==> config.mk <==
export PLATFORM = sky130hd
export DESIGN_NAME = sha256_msg_sched
export DESIGN_NICKNAME = d
export VERILOG_FILES = /design/src/rtl/sha256_pkg.sv /design/src/rtl/sha256_sigma0.sv /design/src/rtl/sha256_sigma1.sv /design/src/rtl/sha256_msg_sched.sv
export SDC_FILE = /design/constraint.sdc
export NUM_CORES = 1
export LEC_CHECK = 0
export ABC_AREA = 1
export ABC_CLOCK_PERIOD_IN_PS = 11600
export CAP_MARGIN = 20
export CELL_PAD_IN_SITES_DETAIL_PLACEMENT = 1
export CELL_PAD_IN_SITES_GLOBAL_PLACEMENT = 1
export CORE_MARGIN = 2
export CORE_UTILIZATION = 25
export DETAILED_ROUTE_END_ITERATION = 16
export MAX_ROUTING_LAYER = met4
export PLACE_DENSITY = 0.44
export SLEW_MARGIN = 20
export SYNTH_ARGS = -nofsm -noshare
export SYNTH_HDL_FRONTEND = slang
export SYNTH_SLANG_ARGS = --single-unit
==> constraint.sdc <==
create_clock -name clk -period 11.6 [get_ports clk]
set_input_delay 2.9 -clock clk [delete_from_list [all_inputs] [get_ports clk]]
set_output_delay 2.9 -clock clk [all_outputs]
set_load 0.01 [all_outputs]
==> src/rtl/sha256_pkg.sv <==
// Shared definitions for the SHA-256 message schedule: word/round sizes and
// the sequencer state encoding.
package sha256_pkg;
  localparam int SHA256_WORD_W    = 32;
  localparam int SHA256_ROUNDS    = 64;
  localparam int SHA256_BLK_WORDS = 16;

  typedef enum logic [1:0] {
    IDLE   = 2'd0,
    LOAD   = 2'd1,
    EXPAND = 2'd2,
    DRAIN  = 2'd3
  } sched_state_t;
endpackage

==> src/rtl/sha256_sigma0.sv <==
// SHA-256 small sigma0: rotr7 ^ rotr18 ^ shr3, purely combinational.
module sha256_sigma0
  import sha256_pkg::*;
(
  input  logic [SHA256_WORD_W-1:0] i_x,
  output logic [SHA256_WORD_W-1:0] o_y
);
  assign o_y = {i_x[6:0], i_x[31:7]} ^ {i_x[17:0], i_x[31:18]} ^ (i_x >> 3);
endmodule

==> src/rtl/sha256_sigma1.sv <==
// SHA-256 small sigma1: rotr17 ^ rotr19 ^ shr10, same form as sigma0.
module sha256_sigma1
  import sha256_pkg::*;
(
  input  logic [SHA256_WORD_W-1:0] i_x,
  output logic [SHA256_WORD_W-1:0] o_y
);
  assign o_y = {i_x[16:0], i_x[31:17]} ^ {i_x[18:0], i_x[31:19]} ^ (i_x >> 10);
endmodule

==> src/rtl/sha256_msg_sched.sv <==
// SHA-256 message schedule: loads M0..M15, then expands W16..W63 from a
// 16-entry circular buffer, streaming W[t] out over a valid/ready port.
module sha256_msg_sched
  import sha256_pkg::*;
#(
  parameter int ROUNDS = SHA256_ROUNDS,
  parameter int IDX_W  = $clog2(ROUNDS)
) (
  input  logic                     clk,
  input  logic                     rst,
  input  logic                     start,
  input  logic [SHA256_WORD_W-1:0] blk_word,
  input  logic                     blk_word_valid,
  output logic                     blk_word_ready,
  output logic [SHA256_WORD_W-1:0] w_out,
  output logic                     w_valid,
  input  logic                     w_ready,
  output logic [IDX_W-1:0]         w_idx,
  output logic                     busy,
  output logic                     done,
  output sched_state_t             dbg_state
);
  // Both ports are valid/ready: a transfer happens at a rising edge where
  // valid && ready; the producer holds data stable while valid && !ready.
  localparam logic [IDX_W-1:0] LOAD_LAST = IDX_W'(SHA256_BLK_WORDS - 1);
  localparam logic [IDX_W-1:0] EXP_LAST  = IDX_W'(ROUNDS - 1);

  sched_state_t             r_state;
  sched_state_t             w_next_state;
  logic [IDX_W-1:0]         r_t;
  logic [SHA256_WORD_W-1:0] r_buf [SHA256_BLK_WORDS];
  logic [SHA256_WORD_W-1:0] r_w_out;
  logic                     r_w_valid;
  logic [IDX_W-1:0]         r_w_idx;
  logic                     r_done;

  logic                     w_oreg_free;
  logic                     w_load_acc;
  logic                     w_exp_gen;
  logic                     w_drain_acc;
  logic [3:0]               w_p0, w_p1, w_p9, w_p14;
  logic [SHA256_WORD_W-1:0] w_s0, w_s1, w_exp_word, w_new_word;

  assign w_oreg_free = !r_w_valid || w_ready;
  assign w_load_acc  = (r_state == LOAD) && blk_word_valid && w_oreg_free;
  assign w_exp_gen   = (r_state == EXPAND) && w_oreg_free;
  assign w_drain_acc = (r_state == DRAIN) && r_w_valid && w_ready;

  // Buffer taps wrap at 16 entries: W[t-2], W[t-7], W[t-15], W[t-16].
  assign w_p0  = r_t[3:0];
  assign w_p1  = r_t[3:0] + 4'd1;
  assign w_p9  = r_t[3:0] + 4'd9;
  assign w_p14 = r_t[3:0] + 4'd14;

  sha256_sigma0 u_sigma0 (.i_x(r_buf[w_p1]),  .o_y(w_s0));
  sha256_sigma1 u_sigma1 (.i_x(r_buf[w_p14]), .o_y(w_s1));

  assign w_exp_word = w_s1 + r_buf[w_p9] + w_s0 + r_buf[w_p0];
  assign w_new_word = w_load_acc ? blk_word : w_exp_word;

  always_ff @(posedge clk) begin
    if (rst) r_state <= IDLE;
    else     r_state <= w_next_state;
  end

  always_comb begin
    w_next_state = r_state;
    case (r_state)
      IDLE:    if (start) w_next_state = LOAD;
      LOAD:    if (w_load_acc && (r_t == LOAD_LAST)) w_next_state = EXPAND;
      EXPAND:  if (w_exp_gen && (r_t == EXP_LAST)) w_next_state = DRAIN;
      DRAIN:   if (w_drain_acc) w_next_state = IDLE;
      default: w_next_state = IDLE;
    endcase
  end

  always_comb begin
    blk_word_ready = (r_state == LOAD) && w_oreg_free;
    busy           = (r_state != IDLE);
    dbg_state      = r_state;
  end

  always_ff @(posedge clk) begin
    if (rst) begin
      r_t       <= '0;
      r_w_out   <= '0;
      r_w_valid <= 1'b0;
      r_w_idx   <= '0;
      r_done    <= 1'b0;
    end else begin
      r_done <= w_drain_acc;
      if ((r_state == IDLE) && start) r_t <= '0;
      // A new word may overwrite the one being consumed in the same cycle.
      if (w_load_acc || w_exp_gen) begin
        r_w_out   <= w_new_word;
        r_w_idx   <= r_t;
        r_w_valid <= 1'b1;
        r_t       <= r_t + 1'b1;
      end else if (w_ready) begin
        r_w_valid <= 1'b0;
      end
    end
  end

  always_ff @(posedge clk) begin
    if (w_load_acc || w_exp_gen) r_buf[w_p0] <= w_new_word;
  end

  assign w_out   = r_w_out;
  assign w_valid = r_w_valid;
  assign w_idx   = r_w_idx;
  assign done    = r_done;
endmodule
==> metrics.txt <==
Reg area=16440 µm²; GRT overflow=0; die area=149300 µm²; Post-synth EDFFs=512; Critical Path RT=12.02 ns; Crit. Startpoint=r_t[0]; die width=386.4 µm; Die Ht=386.4 µm; nets=4499; DR DRC count=0; GRT Total Usage=0.2483; most common cell in the netlist=o21ai_0; CP Data Arrival Time=9.51 ns; r2r startpoint=r_t[0]; setup repair bufs after CTS=0; sequential share of the synthesized area=0.4490; initial antenna violation count=3; Cell Area, Synth=36560 µm²; CP max-delay cell=ha_4; vias=33444; post_cts resized=0; status=finished clean; critical path's top delay family=adder cells; vias in the first global route=34094; worst-margin pin slew=1.158 ns; Final Hold Viols=0; Synth top area share=0.4205; Filler cells=17107; share of cells above drive strength 1=0.06495; WP buf/inv=5; #FFs+latches synth=564; first-pass GRT wire length=260500 µm; Final setup viols=0; maxcap violations=0; worst skew pair latency=0.71 ns; routed wire length=183300 µm; FP Rows=140; Final Wtd Congestion=0.9620; area leader, netlist=edfxtp_1; Synth cell types=46; FFs w/ async S/R, synth=0; Setup WS post-layout=2.511 ns; Initial Util=0.2515; Vias per Instance=5.278; Area contributors post-synth=edfxtp_1 (42%), o21ai_0 (12%), a21oi_1 (8.3%), nand2_1 (5.2%), inv_1 (4.9%); antenna viol nets, final=0; Tmin final=9.089 ns; Crit Path Category=reg2reg; CTS buffer count=78; Layout area overhead=14.47%; Layout Skew=0.02767 ns; hold_buf cts=0; r2r setup slk=2.51 ns; max_slew headroom=0.2280; Gate Count Post-Synth=4447; top post-synthesis cells by count=o21ai_0 (890), a21oi_1 (605), edfxtp_1 (512); RSZ-0062 raised after global routing=false; nature of the critical path startpoint=flip-flop; Port Buffers=80; drt wl/cell=28.93 µm; DP HPWL=116900 µm; Starting DRT DRC Count=2347; H-tree Lvls=3; crit path max fanout=155; multi-input logic area=17100 µm²; CTS Root Cell=clkbuf_16; clk sinks=564; Place WS=2.572 ns; largest net degree at the start of global routing=191; Crit path largest cell delay=0.78 ns; clock transition at the registers of the reported paths=0.06 ns; CTS tree=done; Hold Crit Class=reg2reg; syn_area_per_cell=8.222 µm²; crit path capture type=flip-flop; YS warnings=0; Hold Slack=0.4660 ns; Worst path most repeated cell=nor2_1; Max Clock Freq=110.0 MHz; syn_nets=4588; CTS Buffer Depth=3; first drt pass iteration count=5; Hold Startpoint=w_idx[3]; Final Max Slew Viols=0; Fin Setup TNS=0 ns; core area=145400 µm²; Synth Flop Type=edfxtp_1; Final period util=0.7836; I/O pin cnt=81
==> path summary, 6_finish.rpt <==
kind                                     end  cells past startpoint
worst max register to register  r_buf[7][21]                     28
worst min register to register      w_idx[3]                      2
worst min-delay path                w_idx[3]                      2
worst max-delay path            r_buf[7][21]                     28
==> tightest hold or removal path, delay by kind of cell, from the launching register on <==
kind / cells / cell delay [ns]
flops: 1 / 0.31
simple gates: 1 / 0.06
compound gates: 1 / 0.05
==> final cells by class <==
cell class / instances / area share
multi-input cells: 3063 / 0.4085
clock buffers: 105 / 0.05151
well taps: 1917 / 0.05731
inverters: 480 / 0.04365
flip-flops and latches: 564 / 0.3927
diodes: 1 / 0.00005979
repair buffers: 171 / 0.03695
clock inverters: 36 / 0.009297
==> registers in the layout, indices dropped and copies added (netlist names), named ones only <==
| register | cells |
|---|---|
| r_buf | 512 |
| w_out | 32 |
| r_t | 6 |
| w_idx | 6 |
| dbg_state | 2 |
| done | 1 |
| w_valid | 1 |
==> metrics by stage <==
step / utilization / area (µm²) / instances
global route: 0.2879 / 41850 / 6336
CTS: 0.2879 / 41850 / 6336
finish: 0.2879 / 41850 / 6337
global placement: 0.2702 / 39280 / 6194
detailed placement: 0.2704 / 39310 / 6195
floorplan: - / 36560 / 4447
==> cells in the final DEF (no fill, tap or decap), types with 4 or more instances in the layout <==
master,netlist,final
o21bai_1,24,24
inv_2,5,6
nor2_1,229,213
nor2_4,0,16
nand3_1,285,285
o211ai_1,43,43
xor2_1,69,68
a31oi_1,37,35
o21ai_1,35,44
or2_2,13,13
clkbuf_8,0,6
dfxtp_1,52,46
bufinv_16,0,6
nand4_1,7,7
nand2_1,510,509
o21ai_2,20,24
dfxtp_4,0,5
o221ai_1,74,74
ha_1,42,40
clkinv_2,0,12
clkdlybuf4s50_1,0,80
clkinvlp_4,0,4
a21oi_1,605,605
fa_1,62,62
nor3_1,9,9
inv_1,474,467
a211oi_1,5,5
edfxtp_1,512,512
o22ai_1,21,21
buf_4,17,86
o21ai_0,890,877
xnor2_1,55,55
clkinv_1,1,9
clkbuf_1,179,19
inv_6,0,6
buf_12,0,5
clkbuf_16,0,80
==> layer usage <==
layer  global-route usage  vias up  part of all wire  routed length (µm)
met2               0.4021      641              0.47               86220
met3              0.02300      172             0.035                6422
met4              0.05383        0             0.020                3591
met5                    -        -                 0                   0
met1               0.3367    17223              0.48               87110
li1                     -    15408                 -                   -
==> cell families after synthesis <==
group	Yosys count	synth area share
AO/OA/AOI/OAI	1775	0.2613
flip-flops	564	0.4490
adder cells (fa/ha/maj)	104	0.04832
buffers and inverters	820	0.08983
AND/OR/NAND/NOR	1057	0.1203
XOR/XNOR	127	0.03135
Power is not shown: default switching activity piles up to over one toggle a cycle in this logic, so the estimate is an artifact.
==> variant: new RTL, same settings <==
Set the package constant `SHA256_BLK_WORDS` to 8 (it was 16).
--- a/src/rtl/sha256_pkg.sv
+++ b/src/rtl/sha256_pkg.sv
@@ -3,7 +3,7 @@
 package sha256_pkg;
   localparam int SHA256_WORD_W    = 32;
   localparam int SHA256_ROUNDS    = 64;
-  localparam int SHA256_BLK_WORDS = 16;
+  localparam int SHA256_BLK_WORDS = 8;
 
   typedef enum logic [1:0] {
     IDLE   = 2'd0,
Function: no difference found for any inputs over 4 cycles, from zero or initial values and one cycle with rst high; that may be too few to reach the edited logic, so the function may still have changed.
==> variant against the original RTL <==
Wire length decreased by 47%. Sequential cell count down 257. Count of clock-buffer cells in the layout down 49. First-iteration DRC count down 51%. Area after synthesis shrank 40%. Hold slack improved by 0.010 ns. Non-clock buffer count fell by 55. Design area is 40% lower. Setup slack better by 1.5 ns.
Power is not shown: default switching activity piles up to over one toggle a cycle in this logic, so the estimate is an artifact.
==> variant: results (changes against the original RTL) <==
| Metric | Value |
|---|---|
| Status | finished, final reports clean (unchanged) |
| # diodes | 0 (was 1) |
| Clock H-tree levels | 2 (was 3) |
| Critical Path AT | 7.89 ns (was 9.51 ns) |
| Initial antenna violation count | 0 (was 3) |
| Share of the synthesized area in compound gates (AO/OA/AOI/OAI) | 25.9% (was 26.1%) |
| Sequential fraction of the synthesis area | 39.8% (was 44.9%) |
| Global-route wire length before repair | 141 mm (was 260 mm) |
| Depth of the worst register-to-register path | 24 (was 28) |
| Largest cells by area after synthesis | sky130_fd_sc_hd__edfxtp_1, sky130_fd_sc_hd__o21ai_0, sky130_fd_sc_hd__a21oi_1 (unchanged) |
| Via count of the first global-routing pass | 20200 (was 34100) |
| Clock tree skew after final layout | 0.0287 ns (was 0.0277 ns) |
| Post-synth EDFFs | 256 (was 512) |
| Global placement routability congestion | 0.912 (was 0.962) |
| Net count of the finished layout | 2747 (was 4499) |
| Fillers | 10200 (was 17100) |
| Share of layout cells above drive strength 1 | 6.93% (was 6.49%) |
| Kind of cell with the highest combined delay on the critical path | adder cells (unchanged) |
| Arithmetic-cell share of the synthesized area counting full adders, half adders and majority gates | 8.02% (was 4.83%) |
| Flip-flop count of the largest register after layout | 256 (was 512) |
| Top cell types by occurrence after synthesis | sky130_fd_sc_hd__o21ai_0, sky130_fd_sc_hd__nand2_1, sky130_fd_sc_hd__a21oi_1, sky130_fd_sc_hd__inv_1, sky130_fd_sc_hd__edfxtp_1 (was sky130_fd_sc_hd__o21ai_0, sky130_fd_sc_hd__a21oi_1, sky130_fd_sc_hd__edfxtp_1, sky130_fd_sc_hd__nand2_1, sky130_fd_sc_hd__inv_1) |
| Clock insertion delay at the later pin of the skew report | 0.59 ns (was 0.71 ns) |
| Post-synth cell types | 46 (unchanged) |
| Max Fanout on Critical Path | 36 (was 155) |
| Fraction of synthesized cell area in xor and xnor cells | 4.92% (was 3.13%) |
| CP max stage cell | sky130_fd_sc_hd__fa_1 (was sky130_fd_sc_hd__ha_4) |
| Total track usage | 22.2% (was 24.8%) |
| Detailed-routing iteration count for the pre-antenna-repair pass | 5 (unchanged) |
| Delay of the slowest critical-path stage | 0.61 ns (was 0.78 ns) |
| Via count of the routed design | 19100 (was 33400) |
| DRC violation total after the first TritonRoute iteration | 1155 (was 2347) |
| Final wirelength | 97.8 mm (was 183 mm) |
| Pin count of the biggest net entering global routing | 142 (was 191) |
| Worst Max-Slew Pin Slew | 1.12 ns (was 1.16 ns) |
| Hpwl dp | 66.7 mm (was 117 mm) |
-- variant: cell types whose count changed after synthesis, moves of 51 or more --
| cell | unedited run | this run |
|---|---|---|
| sky130_fd_sc_hd__nand3_1 | 285 | 81 |
| sky130_fd_sc_hd__nand2_1 | 510 | 370 |
| sky130_fd_sc_hd__edfxtp_1 | 512 | 256 |
| sky130_fd_sc_hd__clkbuf_1 | 179 | 55 |
| sky130_fd_sc_hd__o221ai_1 | 74 | 0 |
| sky130_fd_sc_hd__a21oi_1 | 605 | 337 |
| sky130_fd_sc_hd__o21ai_0 | 890 | 383 |
| sky130_fd_sc_hd__nor2_1 | 229 | 155 |
| sky130_fd_sc_hd__inv_1 | 474 | 318 |
| sky130_fd_sc_hd__buf_2 | 101 | 50 |
-- variant: per-stage QoR --
step	utilization, %	std cells	cell area, um2	hold WS [ns]	setup slack (ns)
floorplan	-	2608	21900	0.465	5.55
global placement	27.2	3718	23600	0.464	3.79
detailed placement	27.2	3718	23600	0.469	4.04
CTS	28.8	3794	25000	0.480	3.96
global route	28.8	3794	25000	0.508	3.57
finish	28.8	3794	25000	0.476	3.96
-- variant: path summary, 6_finish.rpt --
check,endpoint,from,slack [ns]
worst min-delay path,w_out[2]$_SDFFE_PP0P_,w_out[2]$_SDFFE_PP0P_,0.48
worst max register to register,r_buf[6][25]$_DFFE_PP_,r_t[1]$_SDFFE_PP0N_,3.96
worst max-delay path,r_buf[6][25]$_DFFE_PP_,r_t[1]$_SDFFE_PP0N_,3.96
worst min register to register,w_out[2]$_SDFFE_PP0P_,w_out[2]$_SDFFE_PP0P_,0.48
-- variant: final cells by class --
type | instances | area [um2] | area share [%]
multi-input cells | 1814 | 11100 | 44.6
clock buffers | 56 | 1180 | 4.72
clock inverters | 20 | 164 | 0.657
repair buffers | 116 | 1080 | 4.34
flip-flops and latches | 307 | 8720 | 34.9
inverters | 326 | 1230 | 4.94
well taps | 1155 | 1450 | 5.79
-- variant: logic make-up after synthesis --
group | after synthesis
simple gates | 634
flops | 307
fa+ha+maj | 103
compound gates | 955
xor+xnor | 122
buf+inv | 487
-- variant: layer usage --
metal	vias to the layer above	global-route usage (%)	wire [um]	share of wire [%]
met4	0	6.64	3040	3.1
li1	8937	-	-	-
met1	9678	28.5	45100	46
met3	137	3.01	3390	3.5
met2	335	36.4	46300	47
met5	-	-	0	0
